### src/rtl/regfile_pkg.sv
// Shared types and helpers for the multi-port register file.
//   clr_state_e : states of the whole-file clear sequencer
//   Def*        : default parameter values
//   bypass_sel  : resolves write-port priority for read bypass
package regfile_pkg;

  localparam int unsigned DefDataW = 32;
  localparam int unsigned DefAddrW = 5;
  localparam int unsigned DefNumRd = 2;

  typedef enum logic [1:0] {
    IDLE,
    CLEAR,
    DONE
  } clr_state_e;

  // One-hot {use_port1, use_port0}; port 1 wins when both ports hit.
  function automatic logic [1:0] bypass_sel(input logic hit0, input logic hit1);
    return {hit1, hit0 & ~hit1};
  endfunction

endpackage

### src/rtl/regfile_clr_seq.sv
// Clear sequencer: zeroes registers 1..NREG-1, one per cycle, then pulses done.
//   clk_i, rst_i   : clock, asynchronous active-high reset
//   clr_req_i      : start request (ignored while busy)
//   clr_busy_o     : high in CLEAR and DONE
//   clr_done_o     : one-cycle pulse in DONE
//   busy_clr_o     : strobe on the entry edge; clears the whole scoreboard
//   clr_we_o       : zero-write enable for register clr_idx_o
module regfile_clr_seq
  import regfile_pkg::*;
#(
  parameter int unsigned ADDR_W = DefAddrW
) (
  input  logic              clk_i,
  input  logic              rst_i,
  input  logic              clr_req_i,
  output logic              clr_busy_o,
  output logic              clr_done_o,
  output logic              busy_clr_o,
  output logic              clr_we_o,
  output logic [ADDR_W-1:0] clr_idx_o
);

  localparam logic [ADDR_W-1:0] LastIdx = {ADDR_W{1'b1}};
  localparam logic [ADDR_W-1:0] OneIdx  = {{(ADDR_W-1){1'b0}}, 1'b1};

  clr_state_e        state_q, state_d;
  logic [ADDR_W-1:0] idx_q, idx_d;

  always_ff @(posedge clk_i or posedge rst_i) begin
    if (rst_i) begin
      state_q <= IDLE;
      idx_q   <= '0;
    end else begin
      state_q <= state_d;
      idx_q   <= idx_d;
    end
  end

  always_comb begin
    state_d    = state_q;
    idx_d      = idx_q;
    clr_busy_o = 1'b0;
    clr_done_o = 1'b0;
    busy_clr_o = 1'b0;
    clr_we_o   = 1'b0;
    unique case (state_q)
      IDLE: begin
        if (clr_req_i) begin
          state_d    = CLEAR;
          idx_d      = OneIdx;
          busy_clr_o = 1'b1;
        end
      end
      CLEAR: begin
        clr_busy_o = 1'b1;
        clr_we_o   = 1'b1;
        // Hold the index at the last register instead of wrapping to 0.
        if (idx_q == LastIdx) begin
          state_d = DONE;
        end else begin
          idx_d = idx_q + OneIdx;
        end
      end
      DONE: begin
        clr_busy_o = 1'b1;
        clr_done_o = 1'b1;
        state_d    = IDLE;
      end
      default: state_d = IDLE;
    endcase
  end

  assign clr_idx_o = idx_q;

endmodule

### src/rtl/regfile_mp.sv
// Multi-port integer register file with write bypass, busy scoreboard,
// whole-file clear sequencer and a debug read port. Register 0 reads as zero.
//   i_rs_addr/o_rs_data/o_rs_busy : NUM_RD combinational read ports (packed)
//   i_wr_en/i_wr_addr/i_wr_data   : two write ports, port 1 has priority
//   i_alloc_en/i_alloc_addr       : mark a destination register busy
//   i_clr_req/o_clr_busy/o_clr_done : clear sequence control/status
//   i_dbg_addr/o_dbg_data         : stored-value debug read, no bypass
module regfile_mp
  import regfile_pkg::*;
#(
  parameter int unsigned DATA_W = DefDataW,
  parameter int unsigned ADDR_W = DefAddrW,
  parameter int unsigned NUM_RD = DefNumRd
) (
  input  logic                     i_clk,
  input  logic                     i_rst,
  input  logic [NUM_RD*ADDR_W-1:0] i_rs_addr,
  output logic [NUM_RD*DATA_W-1:0] o_rs_data,
  output logic [NUM_RD-1:0]        o_rs_busy,
  input  logic [1:0]               i_wr_en,
  input  logic [2*ADDR_W-1:0]      i_wr_addr,
  input  logic [2*DATA_W-1:0]      i_wr_data,
  input  logic                     i_alloc_en,
  input  logic [ADDR_W-1:0]        i_alloc_addr,
  input  logic                     i_clr_req,
  output logic                     o_clr_busy,
  output logic                     o_clr_done,
  input  logic [ADDR_W-1:0]        i_dbg_addr,
  output logic [DATA_W-1:0]        o_dbg_data
);

  localparam int unsigned NREG = 2 ** ADDR_W;

  logic [DATA_W-1:0] regs_q [NREG];
  logic [DATA_W-1:0] regs_d [NREG];
  logic [NREG-1:0]   busy_q, busy_d;

  logic [ADDR_W-1:0] wa [2];
  logic [DATA_W-1:0] wd [2];

  logic              clr_busy, busy_clr, clr_we;
  logic [ADDR_W-1:0] clr_idx;

  assign wa[0] = i_wr_addr[0 +: ADDR_W];
  assign wa[1] = i_wr_addr[ADDR_W +: ADDR_W];
  assign wd[0] = i_wr_data[0 +: DATA_W];
  assign wd[1] = i_wr_data[DATA_W +: DATA_W];

  regfile_clr_seq #(
    .ADDR_W (ADDR_W)
  ) u_clr_seq (
    .clk_i      (i_clk),
    .rst_i      (i_rst),
    .clr_req_i  (i_clr_req),
    .clr_busy_o (clr_busy),
    .clr_done_o (o_clr_done),
    .busy_clr_o (busy_clr),
    .clr_we_o   (clr_we),
    .clr_idx_o  (clr_idx)
  );

  assign o_clr_busy = clr_busy;

  always_ff @(posedge i_clk or posedge i_rst) begin
    if (i_rst) begin
      for (int i = 0; i < NREG; i++) regs_q[i] <= '0;
      busy_q <= '0;
    end else begin
      for (int i = 0; i < NREG; i++) regs_q[i] <= regs_d[i];
      busy_q <= busy_d;
    end
  end

  always_comb begin
    regs_d = regs_q;
    busy_d = busy_q;
    if (clr_we) regs_d[clr_idx] = '0;
    if (!clr_busy) begin
      // Port 1 is applied last so it wins a same-address collision.
      for (int p = 0; p < 2; p++) begin
        if (i_wr_en[p] && (wa[p] != '0)) begin
          regs_d[wa[p]] = wd[p];
          busy_d[wa[p]] = 1'b0;
        end
      end
      // Alloc after writes: a new producer keeps the register busy.
      if (i_alloc_en && (i_alloc_addr != '0)) busy_d[i_alloc_addr] = 1'b1;
    end
    if (busy_clr) busy_d = '0;
    regs_d[0] = '0;
    busy_d[0] = 1'b0;
  end

  // Bypass is suppressed during reset and while the clear sequence runs.
  logic byp_ok;
  assign byp_ok = ~clr_busy & ~i_rst;

  for (genvar k = 0; k < NUM_RD; k++) begin : g_rd
    logic [ADDR_W-1:0] ra;
    logic              hit0, hit1;
    logic [1:0]        sel;
    logic [DATA_W-1:0] data;

    assign ra   = i_rs_addr[k*ADDR_W +: ADDR_W];
    assign hit0 = byp_ok & i_wr_en[0] & (wa[0] == ra);
    assign hit1 = byp_ok & i_wr_en[1] & (wa[1] == ra);
    assign sel  = bypass_sel(hit0, hit1);

    always_comb begin
      if (i_rst || (ra == '0)) begin
        data = '0;
      end else if (sel[1]) begin
        data = wd[1];
      end else if (sel[0]) begin
        data = wd[0];
      end else begin
        data = regs_q[ra];
      end
    end

    assign o_rs_data[k*DATA_W +: DATA_W] = data;
    assign o_rs_busy[k] = ~i_rst & ~clr_busy & (ra != '0) & busy_q[ra] & ~(hit0 | hit1);
  end

  assign o_dbg_data = i_rst ? '0 : regs_q[i_dbg_addr];

endmodule

### config.mk
export PLATFORM = sky130hd
export DESIGN_NAME = regfile_mp
export DESIGN_NICKNAME = d
export VERILOG_FILES = /design/src/rtl/regfile_pkg.sv /design/src/rtl/regfile_clr_seq.sv /design/src/rtl/regfile_mp.sv
export SDC_FILE = /design/constraint.sdc
export NUM_CORES = 2
export LEC_CHECK = 0
export CELL_PAD_IN_SITES_DETAIL_PLACEMENT = 1
export CELL_PAD_IN_SITES_GLOBAL_PLACEMENT = 2
export CORE_AREA = 2 2 412 414
export CTS_CLUSTER_SIZE = 8
export DETAILED_ROUTE_END_ITERATION = 12
export DIE_AREA = 0 0 414 416
export GPL_TIMING_DRIVEN = 0
export PLACE_DENSITY_LB_ADDON = 0.1
export SYNTH_ARGS = -nofsm -noshare
export SYNTH_HDL_FRONTEND = slang
export SYNTH_SLANG_ARGS = --single-unit
### constraint.sdc
create_clock -name i_clk -period 41.5 [get_ports i_clk]
set_input_delay 6.225 -clock i_clk [delete_from_list [all_inputs] [get_ports i_clk]]
set_output_delay 6.225 -clock i_clk [all_outputs]
set_load 0.02 [all_outputs]
After elaboration in Yosys (flattened, before gate mapping) --
Cells that the tools add are included. Widths: inputs -> output; s select.
Storage, ports and cells: memories kept 0, input bits 100, ROM bits 0, register bits after elaboration 1030, bits in latches 0, RAM bits 0
Cells by class: $lt $le $gt $ge 17, bitwise operators 36, add/subtract/negate cells 1, equality and inequality tests 11, divide/modulo/power cells 0, muxes and demuxes 57, shifts and indexed selects 0, $mul 0, reductions and logical operators 23
Operators by type and width (count):
- $mux 1024 | 3
- $bwmux 1024 | 2
- $mux 992 | 2
- $and 992x1024->1024 | 1
- $not 1024->1024 | 1
- $mux 32 | 23
- $bmux 32 s5 | 3
- $demux 32 s5 | 3
- $and 32x32->32 | 2
- $not 32->32 | 2
- $ge 6x6->1 const B | 6
- $not 5->6 | 6
- $or 32x32->32 | 1
- $lt 5x6->1 const B | 5
- $reduce_bool 5->1 | 5
- $eq 5x5->1 | 4
- $lt 6x1->1 const B | 3
- $and 1x1->1 | 15
- $demux 1 s5 | 3
- $ge 5x1->1 const B | 3
- $bmux 1 s5 | 2
- $logic_not 5->1 | 2
- $mux 1 | 10
- $mux 5 | 2
- other kinds (18) | 36

Logic depth before layout (Yosys ltp) --
depth after elaboration 15, gate-level depth with buffers 10, mapped depth without buffers 8

Modules after synthesis --
Synthesis repeated with hierarchy kept, for this count alone.
Second synthesis, totals: cells, all modules 7661, area total of the unflattened synthesis 75776.4 um^2
Modules (own cells, without submodules):
- regfile_mp | cells an instance 7612, times used 1, area an instance 75286.0 um^2
- regfile_clr_seq | cells an instance 49, times used 1, area an instance 490.5 um^2

Least setup slack after synthesis --
No wires, ideal clock.
path type input to output, from input port i_rst, to output port o_rs_data[49], path buffers 1, stages on the path 5, setup slack 5.279 ns, arrival time 29.996 ns, cell sequence inv_1 nand2_1 clkbuf_1 a311oi_2 o221a_1
Between the ends: word-level cells in the longest chain between the ends 9
RTL lines:
- start: declaration | line regfile_mp.sv:16 | input logic i_rst,
- $not 1->1 | line regfile_mp.sv:96 | assign byp_ok = ~clr_busy & ~i_rst;
- $and 1x1->1 | line regfile_mp.sv:96
- $and 1x1->1 (2 in series) | line regfile_mp.sv:106 | assign hit1 = byp_ok & i_wr_en[1] & (wa[1] == ra);
- $not 1->1 | line regfile_pkg.sv:19 | return {hit1, hit0 & ~hit1};
- $and 1x1->1 | line regfile_pkg.sv:19
- $mux 32 | line regfile_mp.sv:114 | end else if (sel[0]) begin
- $mux 32 | line regfile_mp.sv:112 | end else if (sel[1]) begin
- $mux 32 * | line regfile_mp.sv:110 | if (i_rst || (ra == '0)) begin
- end: declaration | line regfile_mp.sv:18 | output logic [NUM_RD*DATA_W-1:0] o_rs_data,
Mark *: on every way between the ends. The rest lies on a longest branch, timed or not.

Worst setup path in the final report --
from input port i_rs_addr[0], to output port o_rs_data[14]
Between the ends: word-level cells in the longest chain between the ends 7
RTL lines:
- start: declaration | line regfile_mp.sv:17 | input logic [NUM_RD*ADDR_W-1:0] i_rs_addr,
- $not 5->6 (implied by the code) or $eq 5x5->1 (tied branches) | line regfile_mp.sv:117, regfile_mp.sv:106
- $bmux 32 s5 or $and 1x1->1 (tied branches) | line regfile_mp.sv:117, regfile_mp.sv:106
- $mux 32 (implied by the code) or $not 1->1 (tied branches) | line regfile_mp.sv:117, regfile_pkg.sv:19
- $mux 32 (implied by the code) or $and 1x1->1 (tied branches) | line regfile_mp.sv:117, regfile_pkg.sv:19
- $mux 32 | line regfile_mp.sv:114
- $mux 32 | line regfile_mp.sv:112
- $mux 32 * | line regfile_mp.sv:110
Mark *: on every way between the ends. The rest lies on a longest branch, timed or not. The select of a mux whose other input is x is not followed.

==> summary.txt <==
Run status
  • Status: finished, violations left
  • Violated checks: max-capacitance violations, max-slew violations

CTS
  • Post-CTS Setup Inserts: 0
  • Num CTS Buffers: ~150
  • Hold Buf Count CTS: 0
  • Clk sinks: 1030
  • Depth of the CTS H-tree: 4
  • Clk buf depth: 3
  • TritonCTS clock tree: done
  • Root Buffer: clkbuf_16
  • # resized after CTS: 0
  • Clock Pin Slew Worst Setup and Hold Paths: 50 ps
  • Worst skew pair latency: 840 ps

STA
  • Min Tclk post-route: 19740 ps
  • Worst-margin pin slew: 1780 ps
  • Fin Clk Skew: between 20 and 25 ps
  • Final period util: 0.476
  • RSZ-0062 raised after global routing: no
  • Slew margin rel.: -0.200
  • Max Slew Vio Count: approximately 180
  • F_max: 50.7 MHz
  • Setup-failing EPs final: 0
  • Worst setup margin: 21760 ps
  • Final Hold Viols: 0

Global routing
  • First-pass GRT wire length: 644000 µm
  • Gr ovfl total: 0
  • Vias in the first global route: 73589
  • Antenna violations before repair: 52
  • Largest net degree at the start of global routing: 123
  • Gr usage total: 0.550

Final layout
  • Layout cells sized above 1: 0.179
  • Final #Nets: 6893
  • # fillers: 17792
  • Fin util: 0.489
  • Synthesis-to-layout area growth: 11.9%
  • Finished Layout Cells: 9087

Logic synthesis
  • Seq/Total Area, Yosys: 0.351
  • Synthesized Nets: 6589
  • Synth top area cells: dfrtp_1 (35%), mux4_2 (22%), o2bb2ai_1 (9.8%)
  • FF+latch count, synth: 1030
  • Cells after Synth: 6479
  • Top-area cell type share of the netlist area: 0.351
  • Post-synthesis simple-gate area fraction: 0.0561
  • Post-Synth XOR/XNOR Area: 0.00250
  • Cell taking the most area after synthesis: dfrtp_1
  • Post-synth cell types: 70
  • Largest family of logic cells by synthesized area: multiplexers
  • Post-Synth Adder-Cell Area: 0.00170
  • EDFF count, synth: 0
  • Multiplexer area fraction after synthesis: 0.277
  • Mean post-synth cell area: 11.3 µm²
  • Compound-Gate Fraction of Synth Area: 0.259
  • Synthesized area: 0.0735 mm²
  • Ys async rst share: 1.00
  • Number of synthesis warnings: 0
  • Post-synth top flop: dfrtp_1

Power
  • Leak Pwr: between 20 and 30 nW
  • Pwr/cell area: 70.6 mW/mm²
  • Max IR drop VDD: 0.0650 mV
  • Overall power: 0.00581 W

Routing
  • Vias post-DR: 75759
  • Routed WL per cell: 53.4 µm
  • Initial drt markers: roughly 13000
  • DR vias/cell: ~8.3
  • Wirelength, routed: a little under 500000 µm
  • DRC viols: 0
  • Final antenna-violating net count: 0
  • First-pass DRT Iterations: 8

Flow run
  • Number of max-cap violations: 23

Critical path
  • R2R cell count: 7
  • Crit path DAT: 13510 ps
  • WP depth: 10
  • Worst path cell trace: clkdlybuf4s50_1, buf_2, clkbuf_1, nand2b_1, clkbuf_1, a211oi_1, a2111oi_0, nor4_1, a21oi_1, clkdlybuf4s50_1
  • Slowest stage delay, CP: around 1200 ps
  • CP Capture Type: output pin
  • FF-to-FF Start: u_clr_seq.state_q[0]
  • Reg2reg setup slack: 36050 ps
  • CP startpoint kind: input port
  • CP required: 35270 ps
  • Crit path buffers/inverters: 5
  • FF-to-FF End: regs_q[862]
  • Max FO, Critical Path: 10
  • CP Class: input port to output pin
  • Top Family by Delay on Critical Path: buffers and inverters
  • Worst setup path start: i_rs_addr[0]
  • Worst Setup EP: o_rs_data[14]
  • Slowest CP cell: clkbuf_1

Worst hold path
  • Worst hold path class: flop to flop

Floorplan
  • Die Width: 414 µm
  • Row Count: 151
  • Die height: about 420 µm
  • Starting Density: 0.437
  • Die ar.: around 0.17 mm²
  • I/O pin count: 200
  • Core area: around 0.17 mm²

Placement
  • IO buf count: 136
  • RD Place Congestion: 1.11
  • Post-Place Setup Slack: 22600 ps
  • DP HPWL: 383000 µm
  • Placed cells: 8849
## layer usage
layer	vias to the layer above	track usage	part of all wire
met5	-	0.0147	0.0017
met4	44	0.438	0.098
met3	2254	0.269	0.15
met2	7518	0.755	0.40
met1	38860	0.650	0.34
li1	27083	-	-
## where the power goes
group	switching, W	leakage [nW]	internal (W)	total, W
sequential	0.000705	13.4	0.00145	0.00216
combinational	0.00143	14.5	0.00106	0.00249
clock	0.000510	1.94	0.000644	0.00115
total	0.00265	29.8	0.00316	0.00581
## registers in the layout (all words and copies together), names as in the netlist
register,cells
regs_q,992
busy_q,31
u_clr_seq.clr_idx_o,5
u_clr_seq.state_q,2
## worst min path at each step
stage	end	slack, ps	cells after the start	from
detailed placement	regs_q[903]	510	1	regs_q[903]
CTS	regs_q[514]	530	1	regs_q[514]
global route	regs_q[831]	540	1	regs_q[831]
floorplan	regs_q[888]	480	1	regs_q[888]
finish	regs_q[914]	530	1	regs_q[914]
global placement	regs_q[696]	500	1	regs_q[696]
## layout make-up
type / instances / area, µm² / area share
diodes: 61 / 153 / 0.00186
flip-flops and latches: 1030 / 25800 / 0.313
well taps: 2218 / 2780 / 0.0337
clock buffers: 163 / 3820 / 0.0465
clock inverters: 12 / 134 / 0.00163
inverters: 31 / 124 / 0.00151
repair buffers: 154 / 1750 / 0.0213
multi-input cells: 4437 / 43900 / 0.534
plain buffers: 981 / 3840 / 0.0466
## cells in the final DEF (no fill, tap or decap), drive strengths merged, types with 171 or more instances in the layout
cell / instances
a22oi: 851
buf: 187
clkbuf: 975
dfrtp: 1030
mux2: 171
mux2i: 250
mux4: 709
nor2: 228
o21ai: 184
o2bb2ai: 826
## Yosys cell counts, types with 13 or more instances
cell / count
dfrtp_1: 1030
a22oi_1: 851
o2bb2ai_1: 826
clkbuf_1: 809
mux4_2: 709
mux2i_1: 250
nor2_1: 228
o21ai_0: 184
mux2_2: 171
a21oi_1: 168
nand2_1: 159
nand3_1: 137
buf_1: 101
a22o_1: 71
buf_2: 69
nor4_1: 62
nor2b_1: 61
nor3_1: 49
o211ai_1: 42
a21o_1: 34
a211oi_1: 33
o22ai_1: 33
a2111oi_0: 31
a32o_1: 31
nand3b_1: 31
inv_1: 30
a21boi_1: 25
nand2b_1: 21
a221oi_1: 20
a2bb2oi_1: 20
a311oi_2: 18
o221a_1: 18
o31ai_1: 18
xor2_1: 13
## stage by stage
stage | hold WS, ps | instance area (µm²) | setup TNS (ps)
floorplan | 480 | 73500 | 0
global placement | 500 | 77700 | -8817320
detailed placement | 511 | 78100 | 0
CTS | 528 | 82100 | 0
global route | 544 | 82100 | 0
finish | 530 | 82300 | 0
## kinds of logic after synthesis
logic type | Yosys count
compound gates | 2452
xor+xnor | 21
fa+ha+maj | 10
buf+inv | 1012
flops | 1030
mux | 1130
simple gates | 824
Power figures use the tool's default switching activity.
